$ cat src/rtl/tlb_ctrl_if.sv
// TLB maintenance bus between the CP0 sequencer (master) and the TLB array (slave).
interface tlb_ctrl_if #(
  parameter int IDX_W = 4
);
  logic [85:0]      tlb_config;
  logic [IDX_W-1:0] tlb_config_index;
  logic             tlb_we;
  logic             tlb_p;
  logic [31:0]      tlb_p_res_i;
  logic [IDX_W-1:0] tlb_read_index;
  logic [85:0]      tlb_read_config_i;

  modport master (
    output tlb_config, tlb_config_index, tlb_we, tlb_p, tlb_read_index,
    input  tlb_p_res_i, tlb_read_config_i
  );

  modport slave (
    input  tlb_config, tlb_config_index, tlb_we, tlb_p, tlb_read_index,
    output tlb_p_res_i, tlb_read_config_i
  );
endinterface

$ cat src/rtl/tlb_ctrl.sv
// CP0-side sequencer for TLBP/TLBR/TLBWI/TLBWR; owns the Random register.
// Defining TLB_CTRL_PERF_EN adds saturating write and probe-miss counters.
module tlb_ctrl #(
  parameter int IDX_W   = 4,
  parameter int ENTRIES = 1 << IDX_W
) (
  input  logic             clk,
  input  logic             rst,
  input  logic [1:0]       cmd,
  input  logic             cmd_valid,
  output logic             cmd_ready,
  output logic             done,
  input  logic [31:0]      entryhi_i,
  input  logic [31:0]      entrylo0_i,
  input  logic [31:0]      entrylo1_i,
  input  logic [31:0]      index_i,
  input  logic [IDX_W-1:0] wired_i,
  input  logic             wired_we,
  output logic [IDX_W-1:0] random_o,
  tlb_ctrl_if.master       tlb,
  output logic [31:0]      entryhi_o,
  output logic [31:0]      entrylo0_o,
  output logic [31:0]      entrylo1_o,
  output logic [31:0]      index_o,
  output logic             entryhi_we,
  output logic             entrylo0_we,
  output logic             entrylo1_we,
  output logic             index_we
`ifdef TLB_CTRL_PERF_EN
  ,
  output logic [31:0]      perf_write_cnt,
  output logic [31:0]      perf_probe_miss_cnt
`endif
);

  typedef enum logic [1:0] {IDLE, EXEC, DONE} state_t;
  typedef enum logic [1:0] {CMD_TLBP, CMD_TLBR, CMD_TLBWI, CMD_TLBWR} cmd_t;

  localparam logic [IDX_W-1:0] RAND_TOP = IDX_W'(ENTRIES - 1);

  state_t           state_q, state_d;
  cmd_t             cmd_q;
  logic [7:0]       asid_q;
  logic [18:0]      vpn2_q;
  logic [25:0]      lo0_q, lo1_q;
  logic [IDX_W-1:0] index_q, rand_lat_q, random_q;
  logic             p_miss_q;
  logic [IDX_W-1:0] p_idx_q;
  logic [7:0]       rd_asid_q;
  logic [18:0]      rd_vpn2_q;
  logic [25:0]      rd_lo0_q, rd_lo1_q;
  logic             we_s, p_s, g_s;
  logic             unused_bits;

  assign unused_bits = ^{entryhi_i[12:8], entrylo0_i[31:26], entrylo1_i[31:26],
                         index_i[31:IDX_W], tlb.tlb_p_res_i[30:IDX_W],
                         tlb.tlb_read_config_i[77:71]};

  always_ff @(posedge clk or negedge rst) begin
    if (!rst) state_q <= IDLE;
    else      state_q <= state_d;
  end

  always_comb begin
    state_d = state_q;
    case (state_q)
      IDLE:    if (cmd_valid) state_d = EXEC;
      EXEC:    state_d = DONE;
      DONE:    state_d = IDLE;
      default: state_d = IDLE;
    endcase
  end

  always_comb begin
    cmd_ready   = 1'b0;
    done        = 1'b0;
    we_s        = 1'b0;
    p_s         = 1'b0;
    entryhi_we  = 1'b0;
    entrylo0_we = 1'b0;
    entrylo1_we = 1'b0;
    index_we    = 1'b0;
    entryhi_o   = 32'd0;
    entrylo0_o  = 32'd0;
    entrylo1_o  = 32'd0;
    index_o     = 32'd0;
    case (state_q)
      IDLE: cmd_ready = 1'b1;
      EXEC: begin
        we_s = (cmd_q == CMD_TLBWI) || (cmd_q == CMD_TLBWR);
        p_s  = (cmd_q == CMD_TLBP);
      end
      DONE: begin
        done = 1'b1;
        case (cmd_q)
          CMD_TLBP: begin
            index_we = 1'b1;
            index_o  = {p_miss_q, {(31 - IDX_W){1'b0}}, p_idx_q};
          end
          CMD_TLBR: begin
            entryhi_we  = 1'b1;
            entrylo0_we = 1'b1;
            entrylo1_we = 1'b1;
            entryhi_o   = {rd_vpn2_q, 5'b0, rd_asid_q};
            entrylo0_o  = {6'b0, rd_lo0_q};
            entrylo1_o  = {6'b0, rd_lo1_q};
          end
          default: ;
        endcase
      end
      default: ;
    endcase
  end

  // Operands are frozen at acceptance so the TLB never sees live CP0 values.
  always_ff @(posedge clk or negedge rst) begin
    if (!rst) begin
      cmd_q      <= CMD_TLBP;
      asid_q     <= '0;
      vpn2_q     <= '0;
      lo0_q      <= '0;
      lo1_q      <= '0;
      index_q    <= '0;
      rand_lat_q <= '0;
    end else if (state_q == IDLE && cmd_valid) begin
      cmd_q      <= cmd_t'(cmd);
      asid_q     <= entryhi_i[7:0];
      vpn2_q     <= entryhi_i[31:13];
      lo0_q      <= entrylo0_i[25:0];
      lo1_q      <= entrylo1_i[25:0];
      index_q    <= index_i[IDX_W-1:0];
      rand_lat_q <= random_q;
    end
  end

  always_ff @(posedge clk or negedge rst) begin
    if (!rst) begin
      p_miss_q  <= 1'b0;
      p_idx_q   <= '0;
      rd_asid_q <= '0;
      rd_vpn2_q <= '0;
      rd_lo0_q  <= '0;
      rd_lo1_q  <= '0;
    end else if (state_q == EXEC) begin
      if (cmd_q == CMD_TLBP) begin
        p_miss_q <= tlb.tlb_p_res_i[31];
        p_idx_q  <= tlb.tlb_p_res_i[IDX_W-1:0];
      end
      if (cmd_q == CMD_TLBR) begin
        rd_asid_q <= tlb.tlb_read_config_i[85:78];
        rd_vpn2_q <= tlb.tlb_read_config_i[70:52];
        rd_lo0_q  <= tlb.tlb_read_config_i[51:26];
        rd_lo1_q  <= tlb.tlb_read_config_i[25:0];
      end
    end
  end

  // Wired at or above the top entry leaves nothing to randomise, so Random parks at the top.
  always_ff @(posedge clk or negedge rst) begin
    if (!rst)
      random_q <= RAND_TOP;
    else if (wired_we || wired_i >= RAND_TOP || random_q == wired_i)
      random_q <= RAND_TOP;
    else
      random_q <= random_q - IDX_W'(1);
  end

  assign random_o = random_q;

  // A page pair is global only if both halves say so; the stored G bits are forced equal.
  assign g_s                  = lo0_q[0] & lo1_q[0];
  assign tlb.tlb_config       = {asid_q, 7'b0, vpn2_q, lo0_q[25:1], g_s, lo1_q[25:1], g_s};
  assign tlb.tlb_config_index = (cmd_q == CMD_TLBWR) ? rand_lat_q : index_q;
  assign tlb.tlb_read_index   = index_q;
  assign tlb.tlb_we           = we_s;
  assign tlb.tlb_p            = p_s;

`ifdef TLB_CTRL_PERF_EN
  always_ff @(posedge clk or negedge rst) begin
    if (!rst) begin
      perf_write_cnt      <= 32'd0;
      perf_probe_miss_cnt <= 32'd0;
    end else begin
      if (we_s && perf_write_cnt != 32'hFFFF_FFFF)
        perf_write_cnt <= perf_write_cnt + 32'd1;
      if (p_s && tlb.tlb_p_res_i[31] && perf_probe_miss_cnt != 32'hFFFF_FFFF)
        perf_probe_miss_cnt <= perf_probe_miss_cnt + 32'd1;
    end
  end
`endif

endmodule

$ cat src/flat_wrapper.sv
// flat-port wrapper written by rule: the top's interface ports become plain ports
module tlb_ctrl_flat 
#(
  parameter int IDX_W   = 4,
  parameter int ENTRIES = 1 << IDX_W
)
  (clk, rst, cmd, cmd_valid, cmd_ready, done, entryhi_i, entrylo0_i, entrylo1_i, index_i, wired_i, wired_we, random_o, entryhi_o, entrylo0_o, entrylo1_o, index_o, entryhi_we, entrylo0_we, entrylo1_we, index_we, tlb_tlb_config, tlb_tlb_config_index, tlb_tlb_we, tlb_tlb_p, tlb_tlb_read_index, tlb_tlb_p_res_i, tlb_tlb_read_config_i);
  tlb_ctrl_if #(.IDX_W(IDX_W)) tlb_i ();
  input  logic clk;
  input  logic rst;
  input  logic [1:0] cmd;
  input  logic cmd_valid;
  output logic cmd_ready;
  output logic done;
  input  logic [31:0] entryhi_i;
  input  logic [31:0] entrylo0_i;
  input  logic [31:0] entrylo1_i;
  input  logic [31:0] index_i;
  input  logic [IDX_W-1:0] wired_i;
  input  logic wired_we;
  output logic [IDX_W-1:0] random_o;
  output logic [31:0] entryhi_o;
  output logic [31:0] entrylo0_o;
  output logic [31:0] entrylo1_o;
  output logic [31:0] index_o;
  output logic entryhi_we;
  output logic entrylo0_we;
  output logic entrylo1_we;
  output logic index_we;
  output wire logic [$bits(tlb_i.tlb_config)-1:0] tlb_tlb_config;
  output wire logic [$bits(tlb_i.tlb_config_index)-1:0] tlb_tlb_config_index;
  output wire logic [$bits(tlb_i.tlb_we)-1:0] tlb_tlb_we;
  output wire logic [$bits(tlb_i.tlb_p)-1:0] tlb_tlb_p;
  output wire logic [$bits(tlb_i.tlb_read_index)-1:0] tlb_tlb_read_index;
  input wire logic [$bits(tlb_i.tlb_p_res_i)-1:0] tlb_tlb_p_res_i;
  input wire logic [$bits(tlb_i.tlb_read_config_i)-1:0] tlb_tlb_read_config_i;
  assign tlb_tlb_config = tlb_i.tlb_config;
  assign tlb_tlb_config_index = tlb_i.tlb_config_index;
  assign tlb_tlb_we = tlb_i.tlb_we;
  assign tlb_tlb_p = tlb_i.tlb_p;
  assign tlb_tlb_read_index = tlb_i.tlb_read_index;
  assign tlb_i.tlb_p_res_i = tlb_tlb_p_res_i;
  assign tlb_i.tlb_read_config_i = tlb_tlb_read_config_i;
  tlb_ctrl #(.IDX_W(IDX_W), .ENTRIES(ENTRIES)) u_core (.clk(clk), .rst(rst), .cmd(cmd), .cmd_valid(cmd_valid), .cmd_ready(cmd_ready), .done(done), .entryhi_i(entryhi_i), .entrylo0_i(entrylo0_i), .entrylo1_i(entrylo1_i), .index_i(index_i), .wired_i(wired_i), .wired_we(wired_we), .random_o(random_o), .tlb(tlb_i), .entryhi_o(entryhi_o), .entrylo0_o(entrylo0_o), .entrylo1_o(entrylo1_o), .index_o(index_o), .entryhi_we(entryhi_we), .entrylo0_we(entrylo0_we), .entrylo1_we(entrylo1_we), .index_we(index_we));
endmodule
$ cat config.mk
export PLATFORM = sky130hd
export DESIGN_NAME = tlb_ctrl_flat
export DESIGN_NICKNAME = d
export VERILOG_FILES = /design/src/rtl/tlb_ctrl_if.sv /design/src/rtl/tlb_ctrl.sv /design/src/flat_wrapper.sv
export SDC_FILE = /design/constraint.sdc
export NUM_CORES = 1
export LEC_CHECK = 0
export ABC_AREA = 1
export CORE_AREA = 10 10 183 185
export DETAILED_ROUTE_END_ITERATION = 6
export DIE_AREA = 0 0 193 195
export PLACE_DENSITY = 0.68
export SLEW_MARGIN = 15
export SYNTH_ARGS = -nofsm -noshare
export SYNTH_HDL_FRONTEND = slang
export SYNTH_SLANG_ARGS = --single-unit
$ cat constraint.sdc
create_clock -name clk -period 1.81 [get_ports clk]
set_input_delay 0.362 -clock clk [delete_from_list [all_inputs] [get_ports clk]]
set_output_delay 0.362 -clock clk [all_outputs]
set_load 0.05 [all_outputs]
==> results.md, run 1 <==
* Status: finished, violations left
* Failing checks: setup timing
* Gpl congestion at 0.809
* Mapped Area at 8530 µm²
* Synth Area in Adders at 0.147%
* Initial Utilization at 28.4%
* Layout Nets at 1668
* Initial DRC Count at 298
* Critical Path End: entrylo0_o[21]
* Critical R2R Capture: u_core.rd_vpn2_q[14]$_DFFE_PN0P_
* Cell taking the most area after synthesis: dfrtp_1
* Reg2reg start: u_core.state_q[0]$_DFFE_PN0P_
* MaxCap Viol Count at 0
* CTS tree: yes
* Clk sinks at 179
* Setup crit end kind: output pin
* PortBufs at 359
* Met3 Usage GRT at 6.24%
* Xor/xnor cell area share of the yosys netlist at 0.103%
* Clock Pin Slew Worst Setup and Hold Paths at 0.08 ns
* Total gr overflow at 0
* Synth cell types at 20
* Reg2reg path depth at 9
* Bufs and invs on worst path at 3
* Clk_skew at 0.00956 ns
* GRT Util Overall at 15.9%
* Delay-heaviest family, CP: buffers and inverters
* Die Ht at 195 µm
* HP Class: input port to register
* Worst Hold Margin at 0.454 ns
* CP cell instances: nor2_4, buf_12, buf_12, nand2_1, nor2_4, buf_12
* Vias at 7823
* Seq/Total Area, Yosys at 52.6%
* Vias per std cell at 4.29
* Critical Path Fanout Max at 26
* WP depth at 6
* Reg2Reg Setup Slack at 0.16 ns
* Fin. Hold Viols at 0
* CP max-delay cell: dfrtp_1
* Fraction of layout instances using a drive strength above 1 at 28.5%
* Fillers at 2773
* Worst Setup SP: u_core.cmd_q[1]$_DFFE_PN0P_
* Power Density at 1240 nW/µm²
* Largest net degree at the start of global routing at 93
* WL per Instance at 16.7 µm
* Main combinational cell family by area after synthesis: simple AND/OR/NAND/NOR gates
* FF+latch count, synth at 179
* Cts bufs inserted at 17
* Area growth syn-to-layout at 71.9%
* Die area at 37600 µm²
* I/O pin total at 490
* WS Path Type: register to output pin
* Drc violations at 0
* Setup violations, final at 94
* Number of global-route vias before repair at 8261
* Post-route setup slack at -0.291 ns
* Ranking of synthesized cells by area: dfrtp_1 51%, nand2_1 24%, buf_4 9.5%
* Core area at 30000 µm²
* CTS H-Tree Depth at 4
* First-pass GRT wire length at 47.0 mm
* Syn Inst Count at 1090
* Grt met2 use at 26.7%
* Average cell area after synthesis at 7.82 µm²
* Final period utilization at 116%
* Row count at 64
* Post-Synth Simple-Gate Area at 33.0%
* Final HPWL DP at 22.9 mm
* Count of pins over their slew limit at 0
* Synth Warn # at 0
* Worst VDD drop at 0.759 mV
* Finished Layout Cells at 1822
* Most frequent CP cell: buf_12
* Clock Root Buffer: clkbuf_16
* Max Buffers Root-to-Sink at 2
* CP Launch Type: register
* DR pass1 iterations at 4
* Slowest stage delay, CP at 0.41 ns
* LEAKAGE at 6.85 nW
* Crit path DAT at 1.74 ns
* Top-area cell type share of the netlist area at 51.3%
* Die Wd at 193 µm
* Place WS at 0.122 ns
* Antenna violations before repair at 3
* Achievable frequency at 476 MHz
* Mux contribution to synthesized area at 0.528%
* Drt total wl at 30.5 mm
* Post-Place Cells at 1774
* Critical Path RT at 1.45 ns
* Min Tclk post-route at 2.10 ns
* GR met1 Demand/Resource at 18.6%
* Gr busiest metal: met2
* Compound-Gate Fraction of Synth Area at 0.293%
* Routed Antenna Nets at 0
* Final Core Density at 48.8%
* RSZ-0062 raised after global routing: yes
* Worst-skew pair later-pin latency at 0.43 ns
==> layer usage <==
layer | up-vias | part of all wire, %
li1 | 3825 | -
met1 | 3688 | 40
met2 | 295 | 49
met3 | 13 | 10
met4 | 2 | 0.87
met5 | - | 0.066
==> placed cells by master (no fill, tap or decap), types with 4 or more instances in the layout <==
| master | n |
|---|---|
| nand2_1 | 510 |
| clkdlybuf4s50_1 | 175 |
| dfrtp_1 | 174 |
| buf_4 | 116 |
| buf_12 | 109 |
| nor2_4 | 89 |
| nand3_1 | 85 |
| conb_1 | 51 |
| nand2_2 | 24 |
| clkbuf_16 | 17 |
| inv_1 | 9 |
| buf_6 | 7 |
| inv_2 | 5 |
| o21ai_0 | 5 |
| inv_6 | 5 |
| nor2_1 | 4 |
| bufinv_16 | 4 |
| buf_8 | 4 |
| dfstp_2 | 4 |
==> report_power, final <==
part	internal (mW)	total, mW	switching (mW)
clock network	2.42	4.15	1.74
registers	5.43	6.30	0.864
logic	2.75	7.70	4.95
total	10.6	18.1	7.55
==> stage by stage <==
step	cell area [µm²]	setup TNS (ns)	total power, mW
after floorplan	9500	-5.05	11.4
after global routing	14700	-31.44	19.3
after detailed placement	13700	0	13.8
final	14700	-21.95	18.1
after CTS	14600	-25.48	18.3
after global placement	13700	0	13.6
==> sequential cells by signal, summed over array words and instances (netlist names) <==
name                       count
u_core.asid_q                  8
u_core.cmd_q                   2
u_core.lo0_q                  26
u_core.lo1_q                  26
u_core.p_idx_q                 4
u_core.p_miss_q                1
u_core.rand_lat_q              4
u_core.random_o                4
u_core.rd_asid_q               8
u_core.rd_lo0_q               26
u_core.rd_lo1_q               26
u_core.rd_vpn2_q              19
u_core.state_q                 2
u_core.tlb.tlb_read_index      4
u_core.vpn2_q                 19
==> area by class of cell <==
cell class	count	area, µm²	area share (%)
repair buffers	417	5080	34.7
flip-flops and latches	179	4490	30.6
multi-input cells	778	3840	26.2
well taps	396	495	3.38
clock buffers	19	453	3.09
clock inverters	13	195	1.33
inverters	17	82.6	0.563
repair inverters	1	16.3	0.111
diodes	2	5.00	0.0341
==> worst min-delay path by stage <==
stage	slack [ns]	to	depth (start not counted)	start
3_3_place_gp	0.37	u_core.rd_lo1_q[16]$_DFFE_PN0P_	1	rst
2_1_floorplan	0.07	u_core.asid_q[0]$_DFFE_PN0P_	0	rst
3_5_place_dp	0.38	u_core.rd_asid_q[3]$_DFFE_PN0P_	1	rst
6_report	0.45	u_core.lo1_q[17]$_DFFE_PN0P_	3	entrylo1_i[17]
4_1_cts	0.43	u_core.lo0_q[18]$_DFFE_PN0P_	3	entrylo0_i[18]
5_1_grt	0.44	u_core.lo1_q[21]$_DFFE_PN0P_	3	entrylo1_i[21]
==> cell usage after synthesis <==
cell and count:
nand2_1 536, dfrtp_1 175, buf_4 108, nor2_1 90
nand3_1 85, buf_2 36, clkbuf_1 21, inv_1 13
o21ai_0 5, dfstp_2 4, inv_2 4, mux2_2 4
nor2_2 2, and3_1 1, buf_1 1, conb_1 1
ha_1 1, nand4_1 1, nor2_4 1, xnor2_1 1
==> tightest hold or removal path, stage by stage <==
cell             delay, ns
clkdlybuf4s50_1       0.39
nand2_1               0.06
nand2_1               0.04
==> logic make-up (layout without fill, tap and decap cells) <==
kind of cell	Yosys count	in the layout
and+or+nand+nor	716	716
buffers and inverters	183	467
DFF	179	179
AOI/OAI and AO/OA	5	5
muxes	4	4
adders and majority gates	1	1
other	1	53
xor gates and xnor gates	1	1
==> what timing repair did <==
item,in CTS,in global routing
pin swaps,2,3
setup buffers,6,5
setup endpoints to repair,93,95
resized for setup,43,14
cloned,3,0
hold buffers,1,0
hold endpoints to repair,37,0
Power figures use the tool's default switching activity.
==> run 2, diff against run 1 <==
==> constraint.sdc (replaced) <==
create_clock -name clk -period 2.2 [get_ports clk]
set_input_delay 0.44 -clock clk [delete_from_list [all_inputs] [get_ports clk]]
set_output_delay 0.44 -clock clk [all_outputs]
set_load 0.05 [all_outputs]
==> results.md, run 2 (synthesis results as in run 1) <==
* Number of global-route vias before repair at 8124 (was 8261)
* Final period utilization at 101%
* Final Core Density at 48.4% (was 48.8%)
* Place WS at 0.301 ns (was 0.122 ns)
* Gpl congestion at 0.820 (was 0.809)
* Hold path depth at 2 (was 3)
* Cts bufs inserted at 17 (unchanged)
* Largest net degree at the start of global routing at 88 (was 93)
* First-pass GRT wire length at 47.0 mm (about the same)
* LEAKAGE at 6.77 nW (was 6.85 nW)
* MaxCap Viol Count at 0 (unchanged)
* Drc violations at 0 (unchanged)
* Row count at 64 (unchanged)
* Core area at 30000 µm² (unchanged)
* PortBufs at 359 (unchanged)
* Reg2reg path depth at 10 (was 9)
* Vias per std cell at 4.35 (was 4.29)
* Slew at the pin with the worst max-slew slack at 0.604 ns
* Die Wd at 193 µm (unchanged)
* Clock Root Buffer: clkbuf_16 (unchanged)
* Final HPWL DP at 21.9 mm (was 22.9 mm)
* GRT Util Overall at 16.0% (was 15.9%)
* Worst-skew pair later-pin latency at 0.43 ns (about the same)
* Met1 WL at 12.2 mm (about the same)
* Antenna violations before repair at 3 (unchanged)
* Sequential Area at 4490 µm² (unchanged)
* Power Density at 1020 nW/µm² (was 1240 nW/µm²)
* Critical Path RT at 1.76 ns (was 1.45 ns)
* Setup violations, final at 20 (was 94)
* CP cell instances: nor2_4, buf_4, buf_12, buf_4, buf_16, nand2_1, nor2_4, buf_12 (was nor2_4, buf_12, buf_12, nand2_1, nor2_4, buf_12)
* WS Path Type: register to output pin (unchanged)
* CTS H-Tree Depth at 4 (unchanged)
* WHS Endpoint: u_core.rd_lo1_q[17]$_DFFE_PN0P_ (was u_core.lo1_q[17]$_DFFE_PN0P_)
* Failing checks: setup timing (unchanged)
* Die area at 37600 µm² (unchanged)
* Met3 wire len at 3.80 mm (was 3.07 mm)
* Achievable frequency at 451 MHz
* Status: finished, violations left (unchanged)
* Fin area at 14500 µm² (was 14700 µm²)
* Highest-count cells in the layout ignoring fill and taps: 502 x nand2_1, 256 x clkdlybuf4s50_1, 174 x dfrtp_1 (was 510 x nand2_1, 175 x clkdlybuf4s50_1, 174 x dfrtp_1)
* Area growth syn-to-layout at 70.5% (was 71.9%)
* Initial Utilization at 28.4% (unchanged)
* Drt total wl at 31.6 mm (was 30.5 mm)
* CTS tree: yes (unchanged)
* Clock Pin Slew Worst Setup and Hold Paths at 0.07 ns (was 0.08 ns)
* Min Tclk post-route at 2.22 ns
* DR pass1 iterations at 6 (was 4)
* RSZ-0062 raised after global routing: yes (unchanged)
* Count of pins over their slew limit at 0 (unchanged)
* Critical R2R Capture: u_core.rd_lo1_q[1]$_DFFE_PN0P_ (was u_core.rd_vpn2_q[14]$_DFFE_PN0P_)
* Layout Nets at 1667 (was 1668)
* HP Class: register to register (was input port to register)
* Initial DRC Count at 272 (was 298)
* Post-route setup slack at -0.0191 ns (was -0.291 ns)
* Clk_skew at 0.0121 ns (was 0.00956 ns)
* Post-DP Area at 13100 µm² (was 13700 µm²)
* WL per Instance at 17.3 µm (was 16.7 µm)
* Multi-input gate area at 3560 µm² (was 3840 µm²)
* Setup crit end kind: output pin (unchanged)
* Critical Path Fanout Max at 7 (was 26)
* Total gr overflow at 0 (unchanged)
* Setup TNS at -0.167 ns (was -21.95 ns)
* Vias at 7927 (was 7823)
* Slew headroom at 59.7%
* Tot Pwr at 14.8 mW (was 18.1 mW)
* Hold Crit Start: u_core.rd_lo1_q[17]$_DFFE_PN0P_ (was entrylo1_i[17])
* CP Launch Type: register (unchanged)
* Fraction of layout instances using a drive strength above 1 at 22.8% (was 28.5%)
* Reg2Reg Setup Slack at 0.46 ns (was 0.16 ns)
* Crit path DAT at 1.78 ns (was 1.74 ns)
* Worst VDD drop at 0.658 mV (was 0.759 mV)
* Top layer in use: met4 (was met5)
* Max Buffers Root-to-Sink at 2 (unchanged)
* Reg2reg start: u_core.cmd_q[0]$_DFFE_PN0P_ (was u_core.state_q[0]$_DFFE_PN0P_)
* Met2 WL post-DR at 15.2 mm (was 15.0 mm)
* Clk sinks at 179 (unchanged)
* Fillers at 2754 (was 2773)
* Slowest stage delay, CP at 0.42 ns (was 0.41 ns)
* Routed Antenna Nets at 0 (unchanged)
* Worst Setup SP: u_core.cmd_q[1]$_DFFE_PN0P_ (unchanged)
* I/O pin total at 490 (unchanged)
* Most common cell after layout, fill and taps aside: nand2_1 (unchanged)
* Die Ht at 195 µm (unchanged)
* CP max-delay cell: dfrtp_2 (was dfrtp_1)
* Fin. Hold Viols at 0 (unchanged)
-- run 2: timing repair --
action                                  CTS  global route
endpoints found under the setup margin   84            87
hold buffers                              1             0
pin swaps                                19            36
resized for setup                        53            62
cloned                                    6             6
hold endpoints to repair                 25             0
buffers inserted                         18             3
-- run 2: how the worst max path moves through the flow --
stage / slack [ns] / endpoint / depth (start not counted)
6_report: -0.02 / entryhi_o[25] / 8
4_1_cts: -0.08 / entrylo1_o[9] / 8
2_1_floorplan: 0.05 / entryhi_o[13] / 5
3_5_place_dp: 0.30 / entrylo1_we / 6
3_3_place_gp: 0.31 / entryhi_o[7] / 6
5_1_grt: -0.10 / entrylo1_o[18] / 7
-- run 2: routing by layer --
metal,vias to the layer above,track usage (%)
li1,3815,-
met1,3765,18.6
met2,325,26.2
met3,22,7.13
met4,0,4.05
met5,-,0
-- run 2: through the flow --
step,hold WS (ns),std cells
2_1_floorplan,0.144,1140
3_3_place_gp,0.453,1753
3_5_place_dp,0.459,1753
4_1_cts,0.475,1810
5_1_grt,0.497,1819
6_report,0.471,1822
-- run 2: cell type report --
type,count,share of cell area (%)
Sequential cell,179,30.8
Timing Repair Buffer,417,36.6
Tap cell,396,3.41
Multi-Input combinational cell,778,24.5
Inverter,17,0.473
Clock inverter,9,0.645
Clock buffer,23,3.49
Antenna cell,3,0.0516
-- run 2: where the power goes --
part	internal [mW]	total (mW)	switching [mW]	leakage (nW)
clock	1.76	3.14	1.39	0.292
sequential	4.47	5.18	0.714	2.18
combinational	2.47	6.50	4.04	4.30
total	8.69	14.8	6.14	6.77
-- run 2: critical path, delay by kind of cell, from the launching register on --
family | cells | cell delay [ns]
AND/OR/NAND/NOR | 3 | 0.33
flip-flops | 1 | 0.42
buffers and inverters | 5 | 0.59
==> run 3, diff against run 2 <==
--- a/config.mk
+++ b/config.mk
@@ -10,7 +10,7 @@
 export DETAILED_ROUTE_END_ITERATION = 6
 export DIE_AREA = 0 0 193 195
 export PLACE_DENSITY = 0.68
-export SLEW_MARGIN = 15
+export SLEW_MARGIN = 20
 export SYNTH_ARGS = -nofsm -noshare
 export SYNTH_HDL_FRONTEND = slang
 export SYNTH_SLANG_ARGS = --single-unit
==> results of run 3 <==
Same layout as run 2: the final DEF is identical, and so are final timing and power.
==> RTL edit 1 (settings of run 3) <==
`IDX_W` is set to 4 in 3 places; all go to 3.
--- a/src/rtl/tlb_ctrl_if.sv
+++ b/src/rtl/tlb_ctrl_if.sv
@@ -1,6 +1,6 @@
 // TLB maintenance bus between the CP0 sequencer (master) and the TLB array (slave).
 interface tlb_ctrl_if #(
-  parameter int IDX_W = 4
+  parameter int IDX_W = 3
 );
   logic [85:0]      tlb_config;
   logic [IDX_W-1:0] tlb_config_index;
--- a/src/rtl/tlb_ctrl.sv
+++ b/src/rtl/tlb_ctrl.sv
@@ -1,7 +1,7 @@
 // CP0-side sequencer for TLBP/TLBR/TLBWI/TLBWR; owns the Random register.
 // Defining TLB_CTRL_PERF_EN adds saturating write and probe-miss counters.
 module tlb_ctrl #(
-  parameter int IDX_W   = 4,
+  parameter int IDX_W   = 3,
   parameter int ENTRIES = 1 << IDX_W
 ) (
   input  logic             clk,
--- a/src/flat_wrapper.sv
+++ b/src/flat_wrapper.sv
@@ -1,7 +1,7 @@
 // flat-port wrapper written by rule: the top's interface ports become plain ports
 module tlb_ctrl_flat 
 #(
-  parameter int IDX_W   = 4,
+  parameter int IDX_W   = 3,
   parameter int ENTRIES = 1 << IDX_W
 )
   (clk, rst, cmd, cmd_valid, cmd_ready, done, entryhi_i, entrylo0_i, entrylo1_i, index_i, wired_i, wired_we, random_o, entryhi_o, entrylo0_o, entrylo1_o, index_o, entryhi_we, entrylo0_we, entrylo1_we, index_we, tlb_tlb_config, tlb_tlb_config_index, tlb_tlb_we, tlb_tlb_p, tlb_tlb_read_index, tlb_tlb_p_res_i, tlb_tlb_read_config_i);
Interface: changed (resized random_o, tlb_tlb_config_index, tlb_tlb_read_index and wired_i); port bits go from 490 to 486. No check against the original RTL was run, so the function may have changed too.
==> RTL edit 1 against run 3 <==
First-iteration DRC count down 9.2%. Wire length shrank 6.6%. Area after synthesis decreased by 1.3%. Design area decreased by 11%. Worst setup slack gained 0.062 ns. Sequential cell count is 4 lower. Power fell by 5.8%. Global-route usage down 1.7 points. Sequential share of layout area rose by 3.0 points. Largest power group unchanged.
==> RTL edit 1: results (changes against run 3) <==
- CP startpoint: u_core.cmd_q[1]
- Routed WL: 29470 µm (-6.6%)
- Sw frac: 0.4118 (-0.002129)
- Top_reg_cell synth: dfrtp_1
- Clock Path Buffers: 2 (unchanged)
- R2r startpoint: u_core.cmd_q[0]
- Reg2reg path depth: 8 (-2)
- Clock skew: 0.01118 ns (-0.0009405 ns)
- Clock Latency Late Sink: 0.43 ns (about the same)
- Wl on met1: 11520 µm (-5.4%)
- Total Routing Usage GR: 0.1430 (-0.01677)
- Top cells by area, synth: dfrtp_1, nand2_1, buf_4, nand3_1, nor2_1
- Placer Congestion: 0.8451 (+3.1%)
- Final Net Count: 1614 (-3.2%)
- Share of the yosys chip area belonging to registers: 0.5207 (-0.005162)
- Worst slew pin tran: 0.7074 ns (+0.1037 ns)
- Starting Density: 0.2803 (-0.003667)
- Commonest cells post-synth: nand2_1, dfrtp_1, buf_4
- Met3 wire length: 3320 µm (-13%)
- Post-synthesis cell type count: 20 (unchanged)
- Ratio of cells with drive above 1 in the final layout: 0.1736 (-0.05409)
- Post-DP HPWL: 20360 µm (-7.1%)
- # H-tree levels: 4 (unchanged)
- Root buf cell: clkbuf_16
- Hold path cells: 2 (unchanged)
- CP Data Arrival Time: 1.72 ns (-0.06 ns)
- Leakage: 6.227 nW (-8.0%)
- Top sig layer: met5
- Final Slew Violations: 0 (unchanged)
- FFs w/ async S/R, synth: 1.000 (unchanged)
- Largest net degree at the start of global routing: 74 (-16%)
- Hold_sp: u_core.rd_lo0_q[16]
- First-pass GRT wire length: 42810 µm (-8.9%)
- Dpl ws: 0.3383 ns (+0.03745 ns)
- Clk pin slew, worst setup/hold paths: 0.07 ns (about the same)
- Vias in the first global route: 7580 (-6.7%)
- TritonRoute pass-1 iters: 5 (-1)
- Post-DR vias/cell: 4.286 (-1.5%)
- CP Max Fanout: 19 (+12)
- Fill count: 2970 (+7.8%)
- Hold Crit Class: register to register
- Initial drt markers: 247 (-9.2%)
- Status: complete, no violations
- Initial antenna violation count: 2 (-1)
- VDD IR max: 0.0004948 V (-25%)
- Met2 WL: 14190 µm (-6.4%)
- TritonCTS buffer count: 17 (unchanged)
- Placed cell area: 0.01161 mm² (-11%)
- Port bufs: 352 (-1.9%)
- Yosys warns: 0 (unchanged)
## RTL edit 1: area by class of cell
| type | instances | share of cell area |
|---|---|---|
| Antenna cell | 1 | 0.0001934 |
| Clock buffer | 23 | 0.03617 |
| Clock inverter | 9 | 0.01035 |
| Inverter | 16 | 0.005319 |
| Multi-Input combinational cell | 763 | 0.2477 |
| Sequential cell | 175 | 0.3389 |
| Tap cell | 396 | 0.03830 |
| Timing Repair Buffer | 385 | 0.3231 |
## RTL edit 1: worst paths after layout
path                                  endpoint  slack, ns
max                             entrylo1_o[24]       0.04
min                        u_core.rd_lo0_q[16]       0.47
max reg2reg                 u_core.rd_lo1_q[6]       0.40
min reg2reg                u_core.rd_lo0_q[16]       0.47
max in group asynchronous   u_core.rd_lo0_q[2]       1.01
min in group asynchronous     u_core.vpn2_q[5]       0.50
## RTL edit 1: logic make-up (layout without fill, tap and decap cells)
logic type	count (synthesis)	count (layout)	synth area share
AOI/OAI and AO/OA	5	5	0.003270
xor gates and xnor gates	1	1	0.001041
adders and majority gates	1	1	0.001486
buffers and inverters	183	433	0.1440
DFF	175	175	0.5207
other	1	53	0.0004455
and+or+nand+nor	704	704	0.3291
## RTL edit 1: layer usage
layer,vias up,GRT usage
li1,3683,-
met1,3573,0.1664
met2,300,0.2324
met3,20,0.06646
met4,2,0.03619
met5,-,0
## RTL edit 1: through the flow
stage / TNS [ns] / cells / hold WS [ns] / power [mW] / utilization
detailed placement: 0 / 1722 / 0.3841 / 10.46 / 0.3867
global route: -1.678 / 1768 / 0.4913 / 14.82 / 0.4308
finish: 0 / 1768 / 0.4724 / 13.98 / 0.4308
floorplan: -2.266 / 1121 / 0.1444 / 8.861 / -
global placement: 0 / 1722 / 0.3848 / 10.36 / 0.3867
CTS: -0.1323 / 1757 / 0.4750 / 13.82 / 0.4105
## RTL edit 1: power by group through the flow
stage                     Clock (mW)  Combinational [mW]  Sequential, mW
final                           3.20                5.73            5.04
after global routing            3.44                6.19            5.19
after CTS                       3.31                5.48            5.03
after detailed placement           0                5.39            5.08
after global placement             0                5.33            5.03
after floorplan                    0                3.47            5.39
## RTL edit 1: timing repair
item / in CTS / in global routing
setup buffers: 1 / 2
hold buffers: 1 / 0
setup endpoints to repair: 48 / 82
gates cloned: 1 / 8
gates resized for setup: 20 / 132
hold endpoints to repair: 33 / 0
pin swaps: 0 / 1
## RTL edit 1: worst max-delay path, cell delays in order (launching register included)
cell,delay [ns]
dfrtp_1,0.41
nor2_4,0.13
buf_12,0.18
buf_8,0.17
nand2_1,0.06
nor2_1,0.14
buf_6,0.18
==> RTL edit 2 (settings of run 3) <==
Without the edit above. Encoding of `state_t`: now one-hot (3 bits for 3 states).
--- a/src/rtl/tlb_ctrl.sv
+++ b/src/rtl/tlb_ctrl.sv
@@ -33,7 +33,7 @@
 `endif
 );
 
-  typedef enum logic [1:0] {IDLE, EXEC, DONE} state_t;
+  typedef enum logic [2:0] {IDLE = 3'b001, EXEC = 3'b010, DONE = 3'b100} state_t;
   typedef enum logic [1:0] {CMD_TLBP, CMD_TLBR, CMD_TLBWI, CMD_TLBWR} cmd_t;
 
   localparam logic [IDX_W-1:0] RAND_TOP = IDX_W'(ENTRIES - 1);
Check against the original RTL: no difference found for any inputs over 4 cycles, from zero or initial values and one cycle with rst low; so few cycles prove little.
==> RTL edit 2 against run 3 <==
Power up 33%. Sequential cell count up 1. Design area is 2.1% higher. Non-clock buffer count shrank 5. Register-to-register slack got worse by 0.08 ns. Wire length shrank 1.3%. Largest cell class unchanged. The flow still finishes with violations (setup timing). Area after synthesis grew 0.91%. Worst setup slack got worse by 0.059 ns.
==> RTL edit 2: results (changes against run 3) <==
- Initial antenna violation count: 2 (-1)
- Largest net degree at the start of global routing: 82 (-6.8%)
- Post-DR vias/cell: 4.367 (+0.37%)
- Total Routing Usage GR: 0.1579 (-0.001852)
- Share of the yosys chip area belonging to registers: 0.5241 (-0.001687)
- Post-CTS Setup Bufs: 13 (-5)
- TritonRoute pass-1 iters: 5 (-1)
- First-pass GRT wire length: 46860 µm (-0.25%)
- Commonest cells post-synth: nand2_1, dfrtp_1, buf_4
- Clock skew: 0.01423 ns (+0.002109 ns)
- Vias post-DR: 7956 (+0.37%)
- Final Setup Violations: 72 (+260%)
- Status: finished, violations left
- Worst Setup Slack, final: -0.07801 ns (-0.05887 ns)
- CP Data Arrival Time: 1.84 ns (+0.06 ns)
- VDD IR max: 0.0009774 V (+49%)
- CTS resizes: 65 (+23%)
- Initial drt markers: 377 (+39%)
- Synth Instances: 1096 (+0.55%)
- Top cells by area, synth: dfrtp_1, nand2_1, buf_4, nand3_1, nor2_1
- CP Max Fanout: 11 (+4)
- Placed instance count: 1758 (+0.29%)
- Failing checks: setup timing
- Leakage: 6.726 nW (-0.67%)
- Vias in the first global route: 8211 (+1.1%)
- Post-DP HPWL: 21970 µm (+0.34%)
- Clock Latency Late Sink: 0.43 ns (about the same)
- Avg WL per Cell: 17.09 µm (-1.3%)
- Ratio of cells with drive above 1 in the final layout: 0.2291 (+0.001405)
- Placed cell area: 0.01336 mm² (+2.2%)
- Placer Congestion: 0.8096 (-1.3%)
- NetSw: 8.983 mW (+46%)
==> RTL edit 2: critical path, stage by stage (launching register included) <==
cell,delay (ns)
dfrtp_2,0.43
nor2_4,0.20
buf_4,0.16
clkbuf_16,0.13
buf_12,0.12
nand2_1,0.08
nor2_4,0.14
buf_12,0.14
==> RTL edit 2: kinds of logic (layout without fill, tap and decap cells) <==
logic type               Yosys count  after routing  synth area share
AND/OR/NAND/NOR                  718            718            0.3274
buffers and inverters            186            463            0.1374
flip-flops                       180            180            0.5241
AO/OA/AOI/OAI                      5              5          0.002907
multiplexers                       4              4          0.005234
adder cells (fa/ha/maj)            1              1          0.001454
other                              1             54         0.0004358
XOR/XNOR                           1              1          0.001018
==> RTL edit 2: per-layer routing <==
| layer | track usage | share of wire |
|---|---|---|
| met5 | 0 | 0 |
| met2 | 0.2576 | 0.49 |
| met1 | 0.1845 | 0.38 |
| met4 | 0.03904 | 0.0087 |
| met3 | 0.07145 | 0.12 |
==> RTL edit 2: area by class of cell <==
class                   instances  area [µm²]
repair buffers                412        5320
well taps                     396       495.5
flip-flops and latches        180        4512
diodes                          3       7.507
clock buffers                  24       471.7
fillers                      2710       15170
clock inverters                 8       172.7
inverters                      19       82.58
multi-input cells             780        3792
==> RTL edit 2: worst paths after layout <==
kind                                        to               start  depth (start not counted)  slack (ns)
min in group asynchronous   u_core.rd_lo0_q[6]                 rst                          2        0.57
hold reg to reg             u_core.rd_lo0_q[2]  u_core.rd_lo0_q[2]                          2        0.48
setup / recovery                entrylo0_o[23]     u_core.cmd_q[1]                          7       -0.08
hold / removal              u_core.rd_lo0_q[2]  u_core.rd_lo0_q[2]                          2        0.48
setup reg to reg           u_core.rd_asid_q[7]     u_core.cmd_q[0]                          9        0.38
max in group asynchronous    u_core.vpn2_q[15]                 rst                          3        1.00
==> RTL edit 2: through the flow <==
stage                     setup TNS (ns)  setup slack (ns)    util  hold slack (ns)
after floorplan                   -7.819           -0.2296       -           0.1444
after global placement                 0            0.2530  0.4450           0.4428
after detailed placement               0            0.2320  0.4450           0.4446
after CTS                         -3.877           -0.1039  0.4825           0.4746
after global routing              -10.26           -0.1749  0.4944           0.4949
final                             -2.774          -0.07801  0.4947           0.4755
==> RTL edit 2: power by group through the flow <==
| stage | logic, mW | clock network, mW | registers [mW] |
|---|---|---|---|
| 2_1_floorplan | 5.85 | 0 | 6.62 |
| 3_5_place_dp | 9.25 | 0 | 5.84 |
| 3_3_place_gp | 9.14 | 0 | 5.78 |
| 4_1_cts | 10.0 | 3.54 | 5.81 |
| 5_1_grt | 11.2 | 3.67 | 6.10 |
| 6_report | 10.4 | 3.45 | 5.90 |
